`src/rtl/apb_arbiter.sv`:
```
// Two-requester round-robin arbiter driving a single APB master port.
// Optional ACCESS wait-state timeout is enabled by defining APB_ARBITER_TIMEOUT_EN.
module apb_arbiter #(
    parameter int unsigned ADDR_W      = 32,
    parameter int unsigned DATA_W      = 32,
    parameter int unsigned TIMEOUT_CYC = 16
) (
    input  logic                  PCLK,
    input  logic                  PRESETn,
    input  logic [1:0]            req_valid,
    input  logic [1:0]            req_write,
    input  logic [2*ADDR_W-1:0]   req_addr,
    input  logic [2*DATA_W-1:0]   req_wdata,
    output logic [1:0]            req_ready,
    output logic [1:0]            rsp_valid,
    output logic [DATA_W-1:0]     rsp_rdata,
    output logic                  rsp_err,
    output logic                  PSEL,
    output logic                  PENABLE,
    output logic                  PWRITE,
    output logic [ADDR_W-1:0]     PADDR,
    output logic [DATA_W-1:0]     PWDATA,
    input  logic [DATA_W-1:0]     PRDATA,
    input  logic                  PREADY,
    input  logic                  PSLVERR
);

    typedef enum logic [1:0] {
        IDLE   = 2'd0,
        SETUP  = 2'd1,
        ACCESS = 2'd2
    } state_t;

    state_t     state;
    state_t     next_state;
    logic [1:0] grant;
    logic       done;
    logic       prio;
    logic       cur;

    if (TIMEOUT_CYC < 1) begin : g_bad_cfg
        $error("apb_arbiter: TIMEOUT_CYC must be at least 1");
    end

`ifdef APB_ARBITER_TIMEOUT_EN
    localparam int unsigned CNT_W = $clog2(TIMEOUT_CYC + 1);

    logic [CNT_W-1:0] wait_cnt;
    logic             expire;

    // Consecutive PREADY-low ACCESS cycles of the current transfer.
    always_ff @(posedge PCLK) begin
        if (!PRESETn) begin
            wait_cnt <= '0;
        end else if (state == ACCESS && !PREADY && !expire) begin
            wait_cnt <= wait_cnt + CNT_W'(1);
        end else begin
            wait_cnt <= '0;
        end
    end
`endif

    always_ff @(posedge PCLK) begin
        if (!PRESETn) begin
            state <= IDLE;
        end else begin
            state <= next_state;
        end
    end

    // Next state, round-robin grant and completion decode.
    always_comb begin
        next_state = state;
        grant      = 2'b00;
        done       = 1'b0;
`ifdef APB_ARBITER_TIMEOUT_EN
        expire     = 1'b0;
`endif
        case (state)
            IDLE: begin
                if (|req_valid) begin
                    next_state = SETUP;
                    if (req_valid == 2'b11) begin
                        grant = prio ? 2'b10 : 2'b01;
                    end else begin
                        grant = req_valid;
                    end
                end
            end
            SETUP: begin
                next_state = ACCESS;
            end
            ACCESS: begin
                if (PREADY) begin
                    done       = 1'b1;
                    next_state = IDLE;
                end
`ifdef APB_ARBITER_TIMEOUT_EN
                else if (wait_cnt == CNT_W'(TIMEOUT_CYC - 1)) begin
                    expire     = 1'b1;
                    next_state = IDLE;
                end
`endif
            end
            default: begin
                next_state = IDLE;
            end
        endcase
        req_ready = grant;
    end

    // APB request/response registers; prio names the requester favoured on a tie.
    always_ff @(posedge PCLK) begin
        if (!PRESETn) begin
            PSEL      <= 1'b0;
            PENABLE   <= 1'b0;
            PWRITE    <= 1'b0;
            PADDR     <= '0;
            PWDATA    <= '0;
            rsp_valid <= 2'b00;
            rsp_rdata <= '0;
            rsp_err   <= 1'b0;
            prio      <= 1'b0;
            cur       <= 1'b0;
        end else begin
            PSEL      <= (next_state != IDLE);
            PENABLE   <= (next_state == ACCESS);
            rsp_valid <= 2'b00;
            if (|grant) begin
                cur    <= grant[1];
                prio   <= grant[0];
                PWRITE <= grant[1] ? req_write[1] : req_write[0];
                PADDR  <= grant[1] ? req_addr[ADDR_W +: ADDR_W]  : req_addr[0 +: ADDR_W];
                PWDATA <= grant[1] ? req_wdata[DATA_W +: DATA_W] : req_wdata[0 +: DATA_W];
            end
            if (done) begin
                rsp_valid <= cur ? 2'b10 : 2'b01;
                rsp_rdata <= PWRITE ? '0 : PRDATA;
                rsp_err   <= PSLVERR;
            end
`ifdef APB_ARBITER_TIMEOUT_EN
            if (expire) begin
                rsp_valid <= cur ? 2'b10 : 2'b01;
                rsp_rdata <= '0;
                rsp_err   <= 1'b1;
            end
`endif
        end
    end

endmodule

```
`config.mk`:
```
export PLATFORM = sky130hd
export DESIGN_NAME = apb_arbiter
export DESIGN_NICKNAME = d
export VERILOG_FILES = /design/src/rtl/apb_arbiter.sv
export SDC_FILE = /design/constraint.sdc
export NUM_CORES = 1
export LEC_CHECK = 0
export ABC_CLOCK_PERIOD_IN_PS = 4250
export CAP_MARGIN = 30
export CORE_AREA = 2 2 129 94
export DETAILED_ROUTE_END_ITERATION = 12
export DIE_AREA = 0 0 131 96
export GPL_ROUTABILITY_DRIVEN = 0
export GPL_TIMING_DRIVEN = 0
export PLACE_DENSITY_LB_ADDON = 0.12
export SKIP_LAST_GASP = 1
export SLEW_MARGIN = 20
export SYNTH_ARGS = -nofsm -noshare
export SYNTH_HDL_FRONTEND = slang
export SYNTH_SLANG_ARGS = --single-unit
```
`constraint.sdc`:
```
create_clock -name PCLK -period 4.25 [get_ports PCLK]
set_clock_uncertainty 0.15 [all_clocks]
set_input_delay 0.425 -clock PCLK [delete_from_list [all_inputs] [get_ports PCLK]]
set_output_delay 0.425 -clock PCLK [all_outputs]
set_load 0.005 [all_outputs]
```
==> results.md <==
* P_sw at about 800 uW
* Worst-margin pin slew at 0.5714 ns
* Starting Density at 0.3997
* Routed length per instance at around 18 um
* Ranking of synthesized cells by area: dfxtp_1 47%, a311oi_1 13%, a21oi_1 7.8%
* Fill cells at 897
* Most common cell after layout, fill and taps aside: clkdlybuf4s50_1
* Clk_lat worst skew at 0.34 ns
* Worst flop-to-flop path endpoint: PADDR[27]
* Worst Setup Path Type: in2out
* Reg2reg start: state[0]
* RSZ-0062 raised after global routing: no
* R2r setup slk at approximately 2.4 ns
* Total Die Area at 12580 sq um
* Ports at roughly 270
* Switching part of the total at 0.2758
* Peak supply drop at 0.0002225 V
* Hold path start: cur
* Synthesized flop and latch total at ~110
* Compound-Gate Fraction of Synth Area at 0.3416
* Number of global-route vias before repair at 5005
* Worst r2r path cells at 6
* Synthesized area at between 4000 and 5000 sq um
* Detailed Place HPWL at 12.94 mm
* Main combinational cell family by area after synthesis: compound AO/OA/AOI/OAI gates
* Leakage Power at around 0.0027 uW
* Setup tns final at 0 ns
* Hold Slack at 0.2799 ns
* Worst Path Required at 3.67 ns
* Synth Instances at 495
* PwrDens at 363.5 nW/um^2
* Final core occ at 0.6853
* Detailed-route DRC error count at 0
* PostCTS Resize Cnt at 0
* Clock net sink count at between 100 and 150
* Min-Delay Path Depth at 1
* Final wirelength at around 17 mm
* Synthesis-to-finish area growth at 71.46%
* HP Class: reg2reg
* H-tree levels at 3
* Max_cap viols at 0
* Die height at ~96 um
* Min cycle time layout at 2.942 ns
* Share of the synthesized area in the top cell type at 0.4676
* CP startpoint kind: input pin
* Drt via density at 5.581
* Buffers on Ports at 271
* Most frequent cells in the layout: 271 x clkdlybuf4s50_1, 106 x dfxtp_1, 71 x a21oi_1
* Hold EP: rsp_valid[0]
* Root Buffer Master: clkbuf_16
* All-Layer GR Usage at 0.2586
* Simple-Gate Fraction of Synth Area at 0.1064
* Final ANT Viol Nets at 0
* Die W at 131 um
* Crit. End Element: output port
* Slew HR at 0.6191
* Layout cell share with drive strength beyond 1 at 0.07417
* Hold Vio Cnt, Final at 0
* Pin count of the biggest net entering global routing at 20
* Flop pwr share at 0.402
* Final Slew Violations at 0
* P_int at 2048 uW
* Syn. warnings at 0
* First-pass GRT wire length at 25.47 mm
* Num CTS Buffers at 9
* Register area share after synthesis at 0.4676
* TritonCTS clock tree: built
* Final period util at 0.6923
* Syn Nets at 663
* Syn avg cell area at 9.168 sq um
* Num rows at 33
* Crit path max fanout at 10
* Via count at 5241
* Post-CTS Hold Buffers at 0
* Post-synthesis xor/xnor area fraction at 0
* First-pass iteration count of the detailed router at 7
* Post-Synth Adder-Cell Area at 0
* Logic pwr share at 0.274
* Status: complete, no violations
* Worst EP arrival at 2.37 ns
* Fmax at 339.9 MHz
* Clock Power Share at 0.324
* Worst-path clk slew at 0.07 ns
* CTS Buffer Depth at 2
* Nets@finish at roughly 950
* Antenna violations before repair at 0
* 1st-iter DRT viols at 293
* Synth unique cells at 28
* Final setup vio count at 0
* Antenna diode count at 0
* Cell taking the most area after synthesis: dfxtp_1
* GR Overflow Total at 0
* Placeable core area at 11350 sq um
* Setup bufs post-CTS at 0
* Mux share of post-synthesis cell area at 0
## through the flow
stage | area [sq um] | cells | total power, uW | setup slack [ns]
final | 7781 | 939 | 2828 | 1.308
after global routing | 7781 | 939 | 2957 | 1.214
after CTS | 7781 | 939 | 2842 | 1.312
after detailed placement | 7447 | 923 | 1927 | 1.316
after global placement | 7447 | 923 | 1906 | 1.319
after floorplan | 4538 | 495 | 1482 | 2.481
## worst max-delay path by stage
stage / start / cells after the start / to / slack [ns]
5_1_grt: state[0] / 7 / req_ready[0] / 1.21
3_3_place_gp: req_valid[1] / 6 / req_ready[1] / 1.32
4_1_cts: req_valid[1] / 6 / req_ready[1] / 1.31
2_1_floorplan: state[0] / 5 / req_ready[1] / 2.48
3_5_place_dp: req_valid[1] / 6 / req_ready[1] / 1.32
6_report: req_valid[1] / 6 / req_ready[1] / 1.31
## power by group through the flow
stage	combinational, uW	clock (uW)	sequential, uW
after global routing	833	978	1150
after global placement	751	0	1150
after floorplan	321	0	1160
after detailed placement	770	0	1160
after CTS	773	934	1140
final	775	917	1140
## final cells by class
cell class,instances,area (sq um),area share
plain buffers,65,375.4,0.04824
clock buffers,9,225.2,0.02894
clock inverters,7,108.9,0.01399
inverters,2,7.507,0.0009648
multi-input cells,322,2033,0.2613
flip-flops and latches,106,2122,0.2727
well taps,157,196.4,0.02525
repair buffers,271,2713,0.3486
## critical path, cell delays in order
cell             delay, ns
clkdlybuf4s50_1       0.56
or3b_4                0.45
buf_6                 0.16
buf_6                 0.14
nor2_4                0.11
clkdlybuf4s50_1       0.52
## synthesized netlist by cell type
library cell / count
a311oi_1: 65
o21ai_1: 32
buf_4: 3
or2_2: 1
nand2b_1: 2
o21a_1: 2
nand4b_1: 2
and3_1: 1
and2_4: 1
or3b_2: 1
a21oi_1: 71
inv_1: 1
dfxtp_1: 106
a22o_1: 32
buf_2: 18
or3b_4: 1
nand3_1: 65
o21ai_0: 34
clkbuf_1: 31
buf_6: 13
nor2_4: 2
or2_1: 1
clkinv_1: 1
and2b_2: 1
nand2_1: 3
nor3b_4: 1
nor2_1: 3
nand3b_1: 1
## state kept, by name (all words and copies together) (netlist names)
name,count
PADDR,32
rsp_valid,2
state,2
PENABLE,1
rsp_rdata,32
prio,1
rsp_err,1
PWDATA,32
cur,1
PSEL,1
PWRITE,1
## kinds of logic after synthesis
group | Yosys count
AOI/OAI and AO/OA | 236
and+or+nand+nor | 86
buffers and inverters | 67
DFF | 106
## routing by layer
metal / track usage / vias to the layer above / wire length, um
li1: - / 2481 / -
met1: 0.3250 / 2461 / 6975
met2: 0.4331 / 268 / 8293
met3: 0.07115 / 31 / 1482
met4: 0.08245 / 0 / 364
met5: 0 / - / 0
(Power assumes the default switching activity.)
